### src/rtl/pc.sv
// pc -- fetch-stage program-counter register.
//
// Holds the address of the instruction being fetched. The next-PC value
// chosen upstream is loaded on every rising edge unless the hazard unit
// stalls the fetch stage. The sequential address and an alignment flag
// are derived combinationally from the stored PC.
//
// Parameters:
//   WIDTH         address width in bits (must be at least 2)
//   RESET_VECTOR  value loaded by reset
//
// Ports:
//   clk            system clock, all state updates on the rising edge
//   rst_n          synchronous active-low reset (highest priority)
//   PC_Enable      1 = load PC_Input, 0 = hold (stall)
//   PC_Input       next-PC value from the next-PC mux
//   PC_Output      current PC, registered
//   PC_Plus4       PC_Output + 4, modulo 2^WIDTH
//   PC_Misaligned  1 when PC_Output[1:0] != 2'b00
module pc #(
    parameter int unsigned      WIDTH        = 32,
    parameter logic [WIDTH-1:0] RESET_VECTOR = '0
) (
    input  logic             clk,
    input  logic             rst_n,
    input  logic             PC_Enable,
    input  logic [WIDTH-1:0] PC_Input,
    output logic [WIDTH-1:0] PC_Output,
    output logic [WIDTH-1:0] PC_Plus4,
    output logic             PC_Misaligned
);

    logic [WIDTH-1:0] pc_q;
    logic [WIDTH-1:0] pc_d;

    // Next-state: load on enable, otherwise hold. Reset is applied in the
    // register block so it overrides the enable.
    always_comb begin
        pc_d = pc_q;
        if (PC_Enable) begin
            pc_d = PC_Input;
        end
    end

    always_ff @(posedge clk) begin
        if (!rst_n) begin
            pc_q <= RESET_VECTOR;
        end else begin
            pc_q <= pc_d;
        end
    end

    assign PC_Output     = pc_q;
    // Carry out of the top bit is discarded, so the address wraps.
    assign PC_Plus4      = pc_q + WIDTH'(4);
    assign PC_Misaligned = |pc_q[1:0];

endmodule

### config.mk
export PLATFORM = sky130hd
export DESIGN_NAME = pc
export DESIGN_NICKNAME = d
export VERILOG_FILES = /design/src/rtl/pc.sv
export SDC_FILE = /design/constraint.sdc
export NUM_CORES = 1
export LEC_CHECK = 0
export CAP_MARGIN = 20
export CORE_AREA = 2 2 75 77
export DETAILED_ROUTE_END_ITERATION = 16
export DIE_AREA = 0 0 77 79
export PLACE_DENSITY = 0.83
export SLEW_MARGIN = 20
export SYNTH_ARGS = -nofsm -noshare
export SYNTH_HDL_FRONTEND = slang
export SYNTH_SLANG_ARGS = --single-unit
### constraint.sdc
create_clock -name clk -period 1.5 [get_ports clk]
set_input_delay 0.3 -clock clk [delete_from_list [all_inputs] [get_ports clk]]
set_output_delay 0.3 -clock clk [all_outputs]
set_load 0.005 [all_outputs]
==> impl_metrics.py <==
metrics = {
    "status": {
        "outcome": "finished with violations",
        "violated_checks": "setup timing",
    },
    "synth": {
        "synthArstFlopShare_pct": 0,
        "synth.yosys.seq_area_share_pct": 35.93,
        "synthXorXnorAreaFrac_pct": 13.75,
        "synth_mux_area_share_pct": 17.96,
        "yosys.area.top_type_share_pct": 35.93,
        "number_of_enable_flip_flop_cells_after_synthesis": 0,
        "synthDistinctLibCells": 24,
        "synth-simple-area-share_pct": 28.70,
        "post_syn_nets": 220,
        "synthAdderAreaFrac_pct": 0.7018,
        "syn_avg_cell_area_um2": 9.690,
        "yosys_register_bits": 32,
        "gate_count_post_synth": 184,
        "synth_ff_type": "sky130_fd_sc_hd__dfxtp_1",
        "yosysTopAreaCell": "sky130_fd_sc_hd__dfxtp_1",
        "synth-compound-area-share_pct": 0,
        "synthTopCellsByArea": "sky130_fd_sc_hd__dfxtp_1 36%, sky130_fd_sc_hd__mux2i_1 18%, sky130_fd_sc_hd__nor2b_1 11%",
        "synthesis.area_mm2": 0.001783,
        "synthesis.yosys.warnings": 0,
        "largest_family_of_logic_cells_by_synthesized_area": "simple AND/OR/NAND/NOR gates",
    },
    "sta": {
        "rsz0062_at_grt": "true",
        "fin_skew_ps": 0,
        "report.final.setup_viol": 27,
        "final-hold-violation-count": 0,
        "final_period_minus_worst_setup_slack_ps": 2125,
        "relSlewSlack_pct": 62.81,
        "tightest_slew_ps": 555.8,
        "achievable-frequency_mhz": 470.7,
        "whs_ps": 533.9,
        "final_critical_path_setup_slack_ps": -624.7,
        "timing_max_transition_violations_final": 0,
        "finalCritPeriodShare_pct": 141.6,
    },
    "grt": {
        "grt_start_max_net_pins": 33,
        "initial_antenna_violation_count": 0,
        "number_of_global_route_vias_before_repair": 2023,
        "global_route_congestion_overflow_total": 0,
        "global_route_wire_length_before_repair_um": 9756,
        "grt.total_usage_pct": 19.88,
    },
    "cells_and_area": {
        "insertedDiodeCount": 0,
        "flow.area_growth_from_synthesis_pct": 109.5,
        "largest_reg_flops": 32,
        "post_route_cells_drive_above_1_share_pct": 50.70,
        "n_fill_cell": 428,
        "finalInstanceArea_mm2": 0.003736,
        "num-nets-final": 390,
        "post_route_insts_no_fill": 427,
    },
    "worst_setup_path": {
        "endpoint_required_time_on_the_critical_path_ps": 1200,
        "setup.worst_path.end_class": "output pin",
        "worst_r2r_startpoint": "PC_Output[9]",
        "setup.reg_to_reg.worst_slack_ps": 460,
        "cp-start-kind": "flop",
        "worst_r2r_path_depth": 5,
        "path_class": "reg2out",
        "cp.arrival_ps": 1820,
        "critical_path.max_fanout": 3,
        "regToRegEndpoint": "PC_Output[9]",
    },
    "hold_path": {
        "hold_depth": 2,
        "hp-start": "PC_Output[1]",
        "worst_hold_path_type": "reg2reg",
        "hold-path-endpoint": "PC_Output[1]",
    },
    "clock_network": {
        "cts_hold_repair.buffers": 0,
        "cts_sinks": 32,
        "cts-root-buf": "sky130_fd_sc_hd__clkbuf_8",
        "path_clk_slew_ps": 70,
        "worst_skew_pair.late_latency_ps": 270,
        "tritoncts": "yes",
        "clk_path_buf_depth": 2,
        "cts-htree-levels": 2,
        "tritoncts.num_buffers": 5,
    },
    "floorplan": {
        "die_area_mm2": 0.006083,
        "initial_utilization_pct": 33.40,
        "die_h_um": 79,
        "fp-row-count": 27,
        "core_ar_mm2": 0.005338,
        "num_io_pins": 100,
        "die_width_um": 77,
    },
    "detailed_routing": {
        "maxUsedRoutingLayer": "met4",
        "totalWireLength_um": 6301,
        "met3WireLength_um": 276,
        "post_drt_via_cell_ratio": 4.691,
        "drt_pre_antenna_iters": 4,
        "drt_iter0_drc": 43,
        "m1_wl_um": 2371,
        "via_count": 2003,
        "detail_route.wl_per_cell_um": 14.76,
        "dr_wl_met2_um": 3561,
        "final_antenna_net_count": 0,
        "route.detailed.drc": 0,
    },
    "power_and_ir_drop": {
        "power.static_leakage_nw": 1.844,
        "highest_ir_drop_seen_on_vdd_mv": 0.4251,
        "cellPowerDensity_mw_per_mm2": 604.7,
    },
    "job": {
        "maxCapViolations": 0,
    },
    "placed_design": {
        "io_buffer_count": 99,
        "detailed_place_hpwl_um": 4131,
        "place.detailed.instances": 392,
        "global_placer_s_final_weighted_congestion": 0.7898,
        "dp_worst_setup_slack_ps": -693.7,
        "dpl_cell_area_mm2": 0.003229,
    },
}
## area by class of cell
type / count / area (um2) / share of cell area [%]
inverters: 2 / 7.507 / 0.2009
multi-input cells: 141 / 1351 / 36.17
well taps: 72 / 90.09 / 2.411
flip-flops and latches: 32 / 684.4 / 18.32
clock buffers: 8 / 100.1 / 2.679
repair buffers: 172 / 1503 / 40.22
## stage by stage
step                total power [W]  setup TNS (ps)  util (%)
finish                     0.002259          -12580     70.00
global route               0.002375          -14590     70.00
CTS                        0.002242          -11400     66.17
detailed placement         0.001578          -14430     60.50
global placement           0.001562          -13470     60.50
floorplan                  0.001160           -1651         -
## cells by family (layout without fill, tap and decap cells)
family        count (synthesis)  after routing
xor+xnor                     28             28
flops                        32             32
mux                          32             32
buf+inv                      11            182
simple gates                 80             80
fa+ha+maj                     1              1
## cells in the final DEF (no fill, tap or decap), types with 2 or more instances in the layout
cell type / n
sky130_fd_sc_hd__nand4_1: 7
sky130_fd_sc_hd__and4_4: 2
sky130_fd_sc_hd__and3_4: 2
sky130_fd_sc_hd__buf_2: 29
sky130_fd_sc_hd__dfxtp_1: 5
sky130_fd_sc_hd__nor4_4: 2
sky130_fd_sc_hd__nand3_1: 3
sky130_fd_sc_hd__buf_6: 30
sky130_fd_sc_hd__mux2i_1: 32
sky130_fd_sc_hd__dfxtp_4: 4
sky130_fd_sc_hd__dfxtp_2: 23
sky130_fd_sc_hd__dlygate4sd2_1: 31
sky130_fd_sc_hd__xnor2_1: 11
sky130_fd_sc_hd__xnor2_2: 10
sky130_fd_sc_hd__xor2_1: 7
sky130_fd_sc_hd__nand4_4: 2
sky130_fd_sc_hd__nor2b_1: 32
sky130_fd_sc_hd__buf_4: 41
sky130_fd_sc_hd__nor2_4: 4
sky130_fd_sc_hd__clkdlybuf4s50_1: 38
sky130_fd_sc_hd__or2_4: 2
sky130_fd_sc_hd__nand3_4: 5
sky130_fd_sc_hd__nand3_2: 4
sky130_fd_sc_hd__buf_12: 3
sky130_fd_sc_hd__clkbuf_8: 7
sky130_fd_sc_hd__nand2_4: 2
sky130_fd_sc_hd__nand2_2: 4
sky130_fd_sc_hd__nand2_1: 3
sky130_fd_sc_hd__inv_1: 2
## per-layer routing
metal,vias up,GRT usage [%]
li1,970,-
met1,959,20.63
met2,66,40.18
met3,8,5.227
met4,0,3.571
met5,-,0
## power by group
group	internal, W	total [W]	leakage (nW)	switching (W)
Clock	0.000418	0.000711	0.0515	0.000293
Sequential	0.000907	0.000950	0.275	0.0000433
Combinational	0.000368	0.000598	1.52	0.000230
Total	0.00169	0.00226	1.84	0.000566
## worst max path at each step
stage | startpoint | end
floorplan | PC_Output[3] | PC_Plus4[24]
global placement | PC_Output[6] | PC_Plus4[31]
detailed placement | PC_Output[6] | PC_Plus4[21]
CTS | PC_Output[2] | PC_Plus4[28]
global route | PC_Output[6] | PC_Plus4[31]
finish | PC_Output[6] | PC_Plus4[31]
## synthesized netlist by cell type (2+ instances only)
cell / number
sky130_fd_sc_hd__nand2_1: 9
sky130_fd_sc_hd__buf_2: 3
sky130_fd_sc_hd__and3_1: 2
sky130_fd_sc_hd__nor4_4: 2
sky130_fd_sc_hd__nor2b_1: 32
sky130_fd_sc_hd__mux2i_1: 32
sky130_fd_sc_hd__and4_2: 2
sky130_fd_sc_hd__xnor2_1: 21
sky130_fd_sc_hd__clkbuf_1: 4
sky130_fd_sc_hd__nand4_1: 7
sky130_fd_sc_hd__nand3_1: 12
sky130_fd_sc_hd__inv_1: 2
sky130_fd_sc_hd__buf_4: 2
sky130_fd_sc_hd__xor2_1: 7
sky130_fd_sc_hd__dfxtp_1: 32
sky130_fd_sc_hd__nor2_1: 5
sky130_fd_sc_hd__or2_2: 3
## timing repair
item	CTS	global route
endpoints found under the setup margin	60	29
buffers inserted	19	11
resized for setup	218	26
pin swaps	39	20
## worst max-delay path: stages, from the launching register on
cell	delay, ps
sky130_fd_sc_hd__dfxtp_4	350
sky130_fd_sc_hd__nand4_1	180
sky130_fd_sc_hd__nor4_4	320
sky130_fd_sc_hd__buf_6	150
sky130_fd_sc_hd__buf_12	100
sky130_fd_sc_hd__buf_6	80
sky130_fd_sc_hd__nand4_1	80
sky130_fd_sc_hd__xnor2_1	160
sky130_fd_sc_hd__buf_2	130
Power figures use the tool's default switching activity.
